<file path="config.mk">
export PLATFORM = sky130hd
export DESIGN_NAME = prim_generic_skid_slice
export DESIGN_NICKNAME = d
export VERILOG_FILES = /design/src/rtl/prim_generic_skid_slice.sv
export SDC_FILE = /design/constraint.sdc
export NUM_CORES = 1
export LEC_CHECK = 0
export BUFFER_PORTS_ARGS = -buffer_cell sky130_fd_sc_hd__buf_2
export CORE_ASPECT_RATIO = 0.6
export CORE_MARGIN = 4
export CORE_UTILIZATION = 45
export CTS_CLUSTER_SIZE = 20
export DETAILED_ROUTE_END_ITERATION = 7
export PLACE_DENSITY = 0.69
export SLEW_MARGIN = 30
export SYNTH_ARGS = -nofsm -noshare
export SYNTH_HDL_FRONTEND = slang
export SYNTH_SLANG_ARGS = --single-unit
</file>
<file path="constraint.sdc">
create_clock -name clk_i -period 4.5 [get_ports clk_i]
set_input_delay 0.225 -clock clk_i [delete_from_list [all_inputs] [get_ports clk_i]]
set_output_delay 0.225 -clock clk_i [all_outputs]
set_load 0.02 [all_outputs]
</file>
<file path="src/rtl/prim_generic_skid_slice.sv">
// Two-entry elastic register slice: a head (main) register plus a skid register,
// so both the forward valid/data path and the backward ready path are registered.
module prim_generic_skid_slice #(
  parameter int unsigned           Width      = 32,
  parameter logic [Width-1:0]      ResetValue = '0
) (
  input  logic             clk_i,
  input  logic             rst_i,
  input  logic             in_valid_i,
  output logic             in_ready_o,
  input  logic [Width-1:0] in_data_i,
  output logic             out_valid_o,
  input  logic             out_ready_i,
  output logic [Width-1:0] out_data_o,
  output logic [1:0]       occupancy_o
);

  typedef enum logic [1:0] {
    StEmpty = 2'd0,
    StOne   = 2'd1,
    StTwo   = 2'd2
  } state_e;

  state_e           state_reg, state_next;
  logic [Width-1:0] main_reg, main_next;
  logic [Width-1:0] skid_reg, skid_next;
  logic             in_ready_reg;
  logic             push, pop;

  assign push = in_valid_i & in_ready_reg;
  assign pop  = out_valid_o & out_ready_i;

  always_comb begin
    state_next = state_reg;
    main_next  = main_reg;
    skid_next  = skid_reg;
    unique case (state_reg)
      StEmpty: begin
        if (push) begin
          state_next = StOne;
          main_next  = in_data_i;
        end
      end
      StOne: begin
        if (push && pop) begin
          main_next = in_data_i;
        end else if (push) begin
          // Head is stalled: park the new word in the skid register.
          state_next = StTwo;
          skid_next  = in_data_i;
        end else if (pop) begin
          state_next = StEmpty;
        end
      end
      StTwo: begin
        // in_ready is low here, so only a pop can move the slice.
        if (pop) begin
          state_next = StOne;
          main_next  = skid_reg;
        end
      end
      default: begin
        state_next = StEmpty;
      end
    endcase
  end

  always_ff @(posedge clk_i) begin
    if (rst_i) begin
      state_reg    <= StEmpty;
      main_reg     <= ResetValue;
      skid_reg     <= ResetValue;
      in_ready_reg <= 1'b1;
    end else begin
      state_reg    <= state_next;
      main_reg     <= main_next;
      skid_reg     <= skid_next;
      in_ready_reg <= (state_next != StTwo);
    end
  end

  assign in_ready_o  = in_ready_reg;
  assign out_valid_o = (state_reg != StEmpty);
  assign out_data_o  = main_reg;

  always_comb begin
    occupancy_o = 2'd0;
    unique case (state_reg)
      StEmpty: occupancy_o = 2'd0;
      StOne:   occupancy_o = 2'd1;
      StTwo:   occupancy_o = 2'd2;
      default: occupancy_o = 2'd0;
    endcase
  end

  occupancy_bound_a : assert property (@(posedge clk_i) occupancy_o <= 2'd2);

  no_push_when_full_a : assert property (@(posedge clk_i) disable iff (rst_i)
    !((state_reg == StTwo) && push));

  stall_stable_a : assert property (@(posedge clk_i) disable iff (rst_i)
    (out_valid_o && !out_ready_i) |=> (out_valid_o && $stable(out_data_o)));

endmodule

</file>
# After elaboration in Yosys (flattened, before gate mapping)
# Index checks and enable logic that the tools add are counted.
totals:
  register_bits: 67
  input_bits: 36
  wordCells: 30
op_classes:
  n_eq_ne: 6
  n_mux: 11
  bitwise: 3
  n_reduce_logical: 6
op_table:
  columns: ["cell", "n"]
  rows:
  - ["32-bit two-way mux", 3]
  - ["32-bit case mux with 3 select lines", 1]
  - ["2-bit two-way mux", 5]
  - ["2-bit inequality test (second input constant)", 4]
  - ["2-bit case mux with 3 select lines", 1]
  - ["2-bit case mux with 2 select lines", 1]
  - ["4-bit AND reduction", 1]
  - ["3-bit AND reduction", 1]
  - ["3-bit nonzero test", 1]
  - ["1-bit bitwise AND", 2]
  - ["2-bit by 1-bit == test with 1-bit output (second input constant)", 1]
  - ["2-bit == test (second input constant)", 1]
  - ["2-bit zero test", 1]
  - ["2-bit nonzero test", 1]
  - ["1-bit logical AND", 1]
  - ["1-bit NOT", 1]

# Longest topological paths before layout
# Gate-level depths: netlist of run 1.
depth:
  ltp_word: 7
  mapped_depth: 6

# Worst setup path after synthesis of run 1
# No wires, ideal clock.
synth_timing:
  path_kind: "register to register"
  startpoint: "register state_reg[1]"
  endpoint: "register main_reg[10], in the netlist out_data_o[10]"
  arrival_time_ps: 1398
  slack_ps: 3013
  stages_incl_launch_ff: 6
  period_less_slack_ps: 1487
  path_cell_list: "dfxtp_1 > or2_4 > o221ai_4 > buf_6 > nor2_1 > a311oi_2"
synth_via:
  elab_chain_cells: 5
synth_rtl:
  columns: ["element", "line_no", "rtl"]
  rows:
  - ["from (decl)", "24", "state_e state_reg, state_next;"]
  - ["from (signal assigned)", "70", "state_reg <= StEmpty;"]
  - ["from (signal assigned)", "75", "state_reg <= state_next;"]
  - ["2-bit nonzero test *", "83", "assign out_valid_o = (state_reg != StEmpty);"]
  - ["via out_valid_o", "12", "output logic out_valid_o,"]
  - ["1-bit bitwise AND *", "31", "assign pop = out_valid_o & out_ready_i;"]
  - ["1-bit logical AND", "45", "if (push && pop) begin"]
  - ["2-bit inequality test (no source line)", null, null]
  - ["4-bit AND reduction (no source line) *", null, null]
  - ["to (signal assigned)", "71", "main_reg <= ResetValue;"]
  - ["to (signal assigned)", "76", "main_reg <= main_next;"]
  - ["to (decl)", "25", "logic [Width-1:0] main_reg, main_next;"]
# Mark *: on every way through the listed nets, which the timed path passes. The rest lies on a longest branch.
# A chain may end at the register's enable or synchronous reset.

# Worst setup path in the final report of run 1
layout_timing:
  startpoint: "register state_reg[1]"
  endpoint: "output port occupancy_o[1]"
layout_via:
  elab_chain_cells: 2
layout_rtl:
  columns: ["element", "line_no", "rtl"]
  rows:
  - ["2-bit == test or 2-bit by 1-bit == test with 1-bit output (tied branches)", "88", "unique case (state_reg)"]
  - ["2-bit case mux with 2 select lines *", "88", null]
  - ["to (decl)", "15", "output logic [1:0] occupancy_o"]
# Mark *: on every way between the ends. The rest lies on a longest branch, timed or not.

==> metrics.md, run 1 <==
| Metric | Value |
|---|---|
| Clk sinks | 67 |
| Vias in the first global route | 2181 |
| Initial antenna violation count | 0 |
| Mapped Nets | 371 |
| Commonest cells after routing, fill and taps aside | nand2_1 (129), buf_2 (71), dfxtp_1 (67) |
| Max-Slew Margin vs Limit | around 53% |
| DRC | 0 |
| Total Routing Usage GR | between 15 and 20% |
| Skew-Pair Late Insertion Delay | 340 ps |
| P&R area growth vs syn | 21.2% |
| Hold crit path type | in -> reg |
| Footprint of the multi-input gates | 0.00134 sq mm |
| Die width | 110 um |
| Leak pwr | 1.39 nW |
| Max-slew violation count | 0 |
| Hold-fix buffers, CTS | 0 |
| Share of flip-flops with an asynchronous set or reset | 0% |
| CTS Root Buffer Type | clkbuf_8 |
| Worst Skew | 11.9 ps |
| WL final | 6.54 mm |
| IO buf count | between 70 and 80 |
| MaxCap Viol Count | 0 |
| Syn_area_per_cell | about 8.4 sq um |
| Synth top area share | 47.5% |
| Post-Syn Instances | 335 |
| Ant diodes | 0 |
| Primary FF master, synth | dfxtp_1 |
| Largest net degree at the start of global routing | 54 |
| Tcrit/Tclk final | 48.9% |
| Yosys warns | 0 |
| Inst Count DP | 467 |
| Die height | 69.4 um |
| Post-DR wirelength/cell | around 14 um |
| Worst EP required | 4280 ps |
| Row count | 22 |
| Setup Buffers After CTS | 0 |
| Worst VDD drop | roughly 200 uV |
| Cell taking the most area after synthesis | dfxtp_1 |
| CTS clock-pin slew for the worst setup and hold paths | 80 ps |
| Pre-antenna DRT Iters | 4 |
| Crit path launch type | flip-flop |
| Io pins | 72 |
| PwrDens | 440 mW/mm^2 |
| Max Clk Rate | 454 MHz |
| Setup CP Type | reg -> out |
| Most common cell after layout, fill and taps aside | nand2_1 |
| Final total power | 0.00151 W |
| Via/cell ratio | ~5 |
| Post-DRT Antenna Nets | 0 |
| First-pass GRT wire length | 10.3 mm |
| Die area | 0.00765 sq mm |
| Setup_tns | 0 ps |
| Initial Utilization | a little under half |
| WP data arrival | between 1500 and 2000 ps |
| CTS tree | yes |
| CTS HTree Levels | 3 |
| Post-route worst setup slack | 2300 ps |
| Post-synthesis register bit count | 67 |
| Global route total overflow | 0 |
| Hpwl dp | 4.05 mm |
| Placer's final routability congestion estimate | 0.735 |
| Min Tclk post-route | 2200 ps |
| Post-Syn Area | roughly 0.0028 sq mm |
| Fraction of layout cells with a size suffix above 1 | 31.1% |
| RSZ-0062 raised after global routing | false |
| Setup-failing EPs final | 0 |
| Worst-Margin Slew | about 700 ps |
| EDFF count, synth | 0 |
| Iter 0 DRT Violations | ~140 |
| Finished Layout Cells | between 400 and 500 |
| Cts repair resizes | 0 |
| TritonCTS buffer count | 9 |
| Count of cell types in the netlist | 23 |
| Final hold vios | 0 |
| Crit end category | output pin |
| Outcome | finished, final reports clean |
| FF+latch area | ~0.0013 sq mm |
| Clk buf depth | 2 |
| Max FO, Critical Path | 34 |
| Total vias in the final route | 2427 |
| Finished Core Util | between 50% and 60% |
| Fill count | 581 |
| Core Area | 0.00611 sq mm |
| Pre-CTS worst setup slack | 2370 ps |
| Sequential element share of the synthesized area | a little under half |
| Synth area leaders | dfxtp_1 (47%), nand2_1 (17%), a311oi_2 (15%) |
| Final #Nets | 430 |
==> worst max-delay path, stage by stage (launching register included) <==
cell      delay (ps)
dfxtp_1          470
nand2b_1         100
buf_4            260
inv_2            510
buf_2            280
==> power by group <==
| part | total (W) | switching (W) | internal [W] |
|---|---|---|---|
| clock network | 0.000617 | 0.000234 | 0.000383 |
| logic | 0.000233 | 0.000148 | 0.0000852 |
| registers | 0.000657 | 0.0000234 | 0.000633 |
| total | 0.00151 | 0.000406 | 0.00110 |
==> path summary, 6_finish.rpt <==
check,from,end,slack [ps],depth (start not counted)
max reg2reg,state_reg[1]$_SDFF_PP0_,out_data_o[30]$_SDFFE_PP0P_,2360,5
min,in_data_i[28],skid_reg[28]$_SDFFE_PP0P_,120,3
max,state_reg[1]$_SDFF_PP0_,occupancy_o[1],2300,4
min reg2reg,skid_reg[0]$_SDFFE_PP0P_,skid_reg[0]$_SDFFE_PP0P_,450,2
==> routing by layer <==
layer	track usage, %	share of wire, %
met2	25.2	42
met1	24.0	51
met5	0	0
met3	6.60	6.4
met4	3.28	0.21
==> synth_stat cells (2+ instances only) <==
master / instances
buf_2: 6
a311oi_1: 4
buf_6: 3
buf_4: 3
nor2_1: 33
clkbuf_1: 15
a21oi_1: 33
dfxtp_1: 67
nand3b_1: 2
nand2_1: 129
a311oi_2: 28
==> final cells by class <==
| type | instances | share of cell area (%) |
|---|---|---|
| Inverter | 2 | 0.219 |
| Sequential cell | 67 | 39.1 |
| Clock inverter | 6 | 3.29 |
| Timing Repair Buffer | 75 | 11.2 |
| Clock buffer | 10 | 4.02 |
| Multi-Input combinational cell | 239 | 39.0 |
| Tap cell | 84 | 3.07 |
==> per-stage QoR <==
| stage | cell area, sq um | hold slack, ps |
|---|---|---|
| floorplan | 2830 | 343 |
| global placement | 3180 | 442 |
| detailed placement | 3180 | 447 |
| CTS | 3430 | 118 |
| global route | 3430 | 115 |
| finish | 3430 | 122 |
==> logic make-up after synthesis <==
kind of cell | count (synthesis) | synth area share (%)
AND/OR/NAND/NOR | 170 | 23.5
AO/OA/AOI/OAI | 69 | 23.7
flip-flops | 67 | 47.5
buffers and inverters | 29 | 5.31
(Power assumes the default switching activity.)
==> inputs of run 2 (changes only) <==
clock period = 2.2 ns   (was 4.5 ns; I/O delays follow)
==> metrics.md, run 2 (same netlist as run 1, synthesis figures left out) <==
| Metric | Value |
|---|---|
| Crit end category | output pin |
| PwrDens | 838 mW/mm^2 (+90%) |
| CTS clock-pin slew for the worst setup and hold paths | 70 ps (about the same) |
| CP max stage delay | 470 ps (-40 ps) |
| Min Tclk post-route | 1780 ps |
| Placed inst area | 0.00320 sq mm (+0.79%) |
| Clk sinks | 67 (unchanged) |
| Psw | 0.000808 W (+99%) |
| Io pins | 72 (unchanged) |
| Commonest cells after routing, fill and taps aside | nand2_1 (129), buf_2 (71), dfxtp_1 (67) |
| CTS Root Buffer Type | clkbuf_8 |
| Placer's final routability congestion estimate | 0.740 (+0.80%) |
| WP data arrival | 1670 ps (-310 ps) |
| Pre-antenna DRT Iters | 4 (unchanged) |
| Setup CP Type | reg -> out |
| CTS HTree Levels | 3 (unchanged) |
| Worst-Margin Slew | 629 ps (-78.8 ps) |
| CP Cell Sequence | nand2b_1 > inv_2 > buf_2 |
| Die area | 0.00765 sq mm (unchanged) |
| Post-DR wirelength/cell | 13.1 um (-3.5%) |
| Die height | 69.4 um (unchanged) |
| Row count | 22 (unchanged) |
| Max-slew violation count | 0 (unchanged) |
| Ant diodes | 0 (unchanged) |
| Clk buf depth | 2 (unchanged) |
| CTS tree | yes |
| P&R area growth vs syn | 26.6% |
| Design Area, Final | 0.00358 sq mm (+4.4%) |
| Initial Utilization | 46.3% (unchanged) |
| Initial antenna violation count | 0 (unchanged) |
| Largest net degree at the start of global routing | 65 (+20%) |
| Core Area | 0.00611 sq mm (unchanged) |
| Total Routing Usage GR | 18.2% (+1.1 points) |
| MaxCap Viol Count | 0 (unchanged) |
| Fraction of layout cells with a size suffix above 1 | 30.0% (-1.1 points) |
| Outcome | finished, final reports clean |
| Max-Slew Margin vs Limit | 58.1% (+5.3 points) |
| Vias in the first global route | 2394 (+9.8%) |
| Highest Signal Layer | met4 |
| Cts repair resizes | 0 (unchanged) |
| Hpwl dp | 4.03 mm (-0.39%) |
| FF+latch area | 0.00134 sq mm (unchanged) |
| IO buf count | 71 (unchanged) |
| Hold crit path type | in -> reg |
| Die width | 110 um (unchanged) |
| Iter 0 DRT Violations | 138 (-3.5%) |
| DRC | 0 (unchanged) |
| Fill count | 577 (-0.69%) |
| Tcrit/Tclk final | 80.8% |
| Worst EP required | 2090 ps (-2190 ps) |
| Setup_tns | 0 ps (unchanged) |
| WL final | 6.51 mm (-0.49%) |
| Post-DRT Antenna Nets | 0 (unchanged) |
| Total vias in the final route | 2454 (+1.1%) |
| First-pass GRT wire length | 11.0 mm (+6.9%) |
| Hold-fix buffers, CTS | 15 (+15) |
| Crit path launch type | flip-flop |
| CP max-delay cell | dfxtp_1 |
| Combinational power share | 16.9% (+1.4 points) |
| Top delay family on crit path | buffers and inverters |
| Worst Skew | 6.80 ps (-5.14 ps) |
| Worst VDD drop | 348 uV (+75%) |
| Most common cell after layout, fill and taps aside | nand2_1 |
| TritonCTS buffer count | 9 (unchanged) |
| RSZ-0062 raised after global routing | false |
| Wire length on met1 | 3.08 mm (-8.1%) |
| Leak pwr | 1.46 nW (+5.5%) |
| Clk network pwr share | 38.3% (-2.6 points) |
| Pint | 0.00219 W (+99%) |
| Max FO, Critical Path | 33 (-2.9%) |
| Sequential share of power | 44.8% (+1.2 points) |
| Switching share of power | 27.0% (+0.036 points) |
| Via/cell ratio | 4.93 (-1.9%) |
| Final #Nets | 445 (+3.5%) |
| Global route total overflow | 0 (unchanged) |
| Max Clk Rate | 562 MHz |
| DR WL met3 | 555 um (+32%) |
| Final hold vios | 0 (unchanged) |
| Setup Buffers After CTS | 0 (unchanged) |
| Footprint of the multi-input gates | 0.00134 sq mm (unchanged) |
| Met2 wire len | 2.86 mm (+3.7%) |
| Skew-Pair Late Insertion Delay | 340 ps (about the same) |
| Setup-failing EPs final | 0 (unchanged) |
| Critical path buffer and inverter count | 2 (-1) |
## run 2: cell types whose count changed in the layout (fill, tap and decap cells not counted), sizes merged
| cell | before | now |
|---|---|---|
| dlygate4sd3 | 0 | 15 |
| clkinv | 0 | 3 |
| clkinvlp | 3 | 0 |
| bufinv | 3 | 2 |
| clkbuf | 10 | 11 |
## run 2: metal layers
metal / up-vias / GRT usage, %
li1: 1274 / -
met1: 1101 / 23.4
met2: 77 / 27.1
met3: 2 / 8.47
met4: 0 / 5.74
met5: - / 0
## run 2: final timing paths
kind | from | endpoint | slack [ps] | cells past startpoint
hold reg to reg | skid_reg[31]$_SDFFE_PP0P_ | skid_reg[31]$_SDFFE_PP0P_ | 460 | 2
hold / removal | in_data_i[27] | skid_reg[27]$_SDFFE_PP0P_ | 20 | 3
setup reg to reg | state_reg[1]$_SDFF_PP0_ | out_data_o[27]$_SDFFE_PP0P_ | 540 | 5
setup / recovery | state_reg[1]$_SDFF_PP0_ | occupancy_o[1] | 420 | 3
## run 2: power by group through the flow
stage / sequential [W] / combinational [W] / clock, W
final: 0.00134 / 0.000506 / 0.00115
after global placement: 0.00137 / 0.000479 / 0
after CTS: 0.00134 / 0.000511 / 0.00118
after global routing: 0.00135 / 0.000561 / 0.00124
after detailed placement: 0.00137 / 0.000491 / 0
after floorplan: 0.00144 / 0.000272 / 0
## run 2: stage by stage
stage / total power, W / utilization [%] / hold slack [ps] / setup slack (ps) / instances
6_report: 0.00300 / 58.6 / 21.0 / 422 / 498
5_1_grt: 0.00315 / 58.6 / 2.49 / 286 / 498
4_1_cts: 0.00303 / 58.6 / 3.19 / 398 / 498
3_5_place_dp: 0.00186 / 52.4 / 369 / 558 / 467
3_3_place_gp: 0.00185 / 52.4 / 364 / 618 / 467
2_1_floorplan: 0.00171 / - / 228 / 713 / 335
## run 2: final cells by class
type,instances,area share (%)
Tap cell,84,2.94
Timing Repair Buffer,90,15.7
Sequential cell,67,37.5
Clock inverter,5,2.10
Inverter,2,0.210
Multi-Input combinational cell,239,37.4
Clock buffer,11,4.23
## run 2: tightest hold or removal path, delay by kind of cell
family                 cells  cell delay (ps)
buffers and inverters      1              100
AND/OR/NAND/NOR            1               50
AO/OA/AOI/OAI              1               50
==> inputs of run 3 (changes only) <==
ABC_AREA = 1   (was not set)
clock period = 1.7 ns   (was 2.2 ns; I/O delays follow)
==> metrics.md, run 3 <==
| Metric | Value |
|---|---|
| Outcome | finished, final reports clean |
| Initial Utilization | 46.4% (+0.19 points) |
| CP Cell Sequence | inv_2 > nor2_4 > buf_12 > buf_2 |
| Capturing point of the worst reg2reg path | skid_reg[5]$_SDFFE_PP0P_ |
| Top delay family on crit path | buffers and inverters |
| Setup CP Type | reg -> out |
| Tcrit/Tclk final | between 80% and 90% |
| Via/cell ratio | 4.32 (-12%) |
| Hold Path Sink | skid_reg[26]$_SDFFE_PP0P_ |
| DRC | 0 (unchanged) |
| Post-Syn Instances | 498 (+49%) |
| Finished Core Util | 56.7% (-1.9 points) |
| Worst R2R Start | state_reg[0]$_SDFF_PP0_ |
| Reg2reg path depth | 8 (+3) |
| IO buf count | 71 (unchanged) |
| Setup_tns | 0 ps (unchanged) |
| First-pass GRT wire length | 11.4 mm (+3.5%) |
| WP data arrival | 1390 ps (-280 ps) |
| Primary FF master, synth | dfxtp_1 |
| Die area | 0.00836 sq mm (+9.2%) |
| Yosys warns | 0 (unchanged) |
| CTS HTree Levels | 3 (unchanged) |
| Worst Skew | 4.55 ps (-2.25 ps) |
| Max-slew violation count | 0 (unchanged) |
| Sequential element share of the synthesized area | 43.1% (-4.4 points) |
| Ant diodes | 0 (unchanged) |
| Iter 0 DRT Violations | 203 (+47%) |
| Cts repair resizes | 0 (unchanged) |
| Post-Syn Area | 0.00311 sq mm (+10%) |
| Pre-antenna DRT Iters | 4 (unchanged) |
| Placer's final routability congestion estimate | 0.718 (-3.1%) |
| Largest net degree at the start of global routing | 66 (+1.5%) |
| Commonest cells after routing, fill and taps aside | nand2_1 (165), nor2_1 (128), buf_2 (71) |
| WL final | 6.45 mm (-0.97%) |
| Synth top area share | 43.1% (-4.4 points) |
| Core Area | 0.00671 sq mm (+9.7%) |
| Total Routing Usage GR | 16.8% (-1.4 points) |
| Mapped Nets | 534 (+44%) |
| RSZ-0062 raised after global routing | false |
| Max-Slew Margin vs Limit | 81.1% (+23 points) |
| CP max-delay cell | dfxtp_1 |
| CTS tree | yes |
| Final #Nets | 595 (+34%) |
| Most common cell after layout, fill and taps aside | nand2_1 |
| Syn_area_per_cell | 6.25 sq um (-26%) |
| Fraction of layout cells with a size suffix above 1 | 17.7% (-12 points) |
| Reg2reg setup slack | 310 ps (-230 ps) |
| Post-DRT Antenna Nets | 0 (unchanged) |
| Most common library cells after synthesis | nand2_1 (166), nor2_1 (128), dfxtp_1 (67), inv_1 (67), o21ai_0 (32) |
| Count of cell types in the netlist | 17 (-26%) |
| Clk sinks | 67 (unchanged) |
| Io pins | 72 (unchanged) |
| Critical path buffer and inverter count | 3 (+1) |
| Worst EP required | 1620 ps (-470 ps) |
| Crit path launch type | flip-flop |
| Setup-failing EPs final | 0 (unchanged) |
| P&R area growth vs syn | 22.1% |
| CTS clock-pin slew for the worst setup and hold paths | 60 ps (about the same) |
| Final hold vios | 0 (unchanged) |
| Max Clk Rate | 676 MHz |
| Pre-CTS worst setup slack | 338 ps (-219 ps) |
| Hold depth | 5 (+2) |
| Max FO, Critical Path | 65 (+97%) |
| Cell taking the most area after synthesis | dfxtp_1 |
| Skew-Pair Late Insertion Delay | 320 ps (-20 ps) |
| Row count | 23 (+4.5%) |
| Die height | 72.4 um (+4.4%) |
| Min Tclk post-route | 1480 ps |
| Post-synthesis register bit count | 67 (unchanged) |
| Synth area leaders | dfxtp_1 (43%), nand2_1 (20%), nor2_1 (15%) |
| Die width | 115 um (+4.6%) |
| Share of flip-flops with an asynchronous set or reset | 0% (unchanged) |
| Post-route worst setup slack | 221 ps (-200 ps) |
| Hold crit path type | in -> reg |
| PwrDens | 1140 mW/mm^2 (+36%) |
| Initial antenna violation count | 0 (unchanged) |
| Leak pwr | 1.98 nW (+35%) |
| Hpwl dp | 4.25 mm (+5.4%) |
| Crit end category | output pin |
| Post-DR wirelength/cell | 9.90 um (-24%) |
| CP max stage delay | 410 ps (-60 ps) |
| Most common cell in the synthesized netlist | nand2_1 |
| MaxCap Viol Count | 0 (unchanged) |
| EDFF count, synth | 0 (unchanged) |
| Worst-Margin Slew | 283 ps (-346 ps) |
| Total vias in the final route | 2815 (+15%) |
| TritonCTS buffer count | 9 (unchanged) |
| WHS | 73.9 ps (+52.8 ps) |
| Hold Crit Start | in_data_i[26] |
| Global route total overflow | 0 (unchanged) |
| Clk buf depth | 2 (unchanged) |
| CTS Root Buffer Type | clkbuf_16 |
| Worst VDD drop | 503 uV (+44%) |
| Vias in the first global route | 2660 (+11%) |
-- run 3: worst max-delay path by stage --
stage                                  from                         to  slack [ps]  cells after the start
CTS                 state_reg[1]$_SDFF_PP0_             occupancy_o[1]         200                      4
detailed placement  state_reg[0]$_SDFF_PP0_  skid_reg[14]$_SDFFE_PP0P_         340                      8
global route        state_reg[1]$_SDFF_PP0_             occupancy_o[1]         150                      4
finish              state_reg[1]$_SDFF_PP0_             occupancy_o[1]         220                      4
floorplan           state_reg[0]$_SDFF_PP0_  skid_reg[23]$_SDFFE_PP0P_         440                      8
global placement    state_reg[0]$_SDFF_PP0_  skid_reg[16]$_SDFFE_PP0P_         420                      8
-- run 3: power breakdown --
| part | switching [W] | internal, W |
|---|---|---|
| Sequential | 0.0000617 | 0.00170 |
| Combinational | 0.000453 | 0.000255 |
| Clock | 0.000650 | 0.00121 |
| Total | 0.00116 | 0.00316 |
-- run 3: repair_timing --
item	CTS	global route
setup buffers	0	0
hold buffers	1	0
endpoints found under the hold margin	1	0
-- run 3: layer usage --
metal,global-route usage [%],wire length [um]
met3,4.75,341
met4,6.38,87
met5,0,0
met2,27.0,2750
met1,21.5,3260
-- run 3: cell type report --
cell class / count / area [sq um]
Timing Repair Buffer: 77 / 453
Clock inverter: 4 / 48.8
Inverter: 69 / 259
Clock buffer: 12 / 256
Tap cell: 87 / 109
Fill cell: 674 / 2900
Sequential cell: 67 / 1340
Multi-Input combinational cell: 335 / 1330
-- run 3: kinds of logic after synthesis --
logic type             Yosys count  synth area share [%]
flip-flops                      67                  43.1
AND/OR/NAND/NOR                302                  37.3
AO/OA/AOI/OAI                   33                  5.30
buffers and inverters           96                  14.3
-- run 3: worst register-to-register path: stages (launching register included) --
cell     delay (ps)
dfxtp_1         410
inv_2            90
nor2_4          120
nand2_2          70
nor2_4          110
buf_12          260
nand2_1         120
nand2_1          80
nor2_1           40
-- run 3: per-stage QoR --
step | instance area [sq um] | instances | power (W)
after detailed placement | 3490 | 634 | 0.00250
final | 3800 | 651 | 0.00433
after global routing | 3800 | 651 | 0.00458
after CTS | 3800 | 651 | 0.00439
after global placement | 3490 | 634 | 0.00249
after floorplan | 3110 | 498 | 0.00231
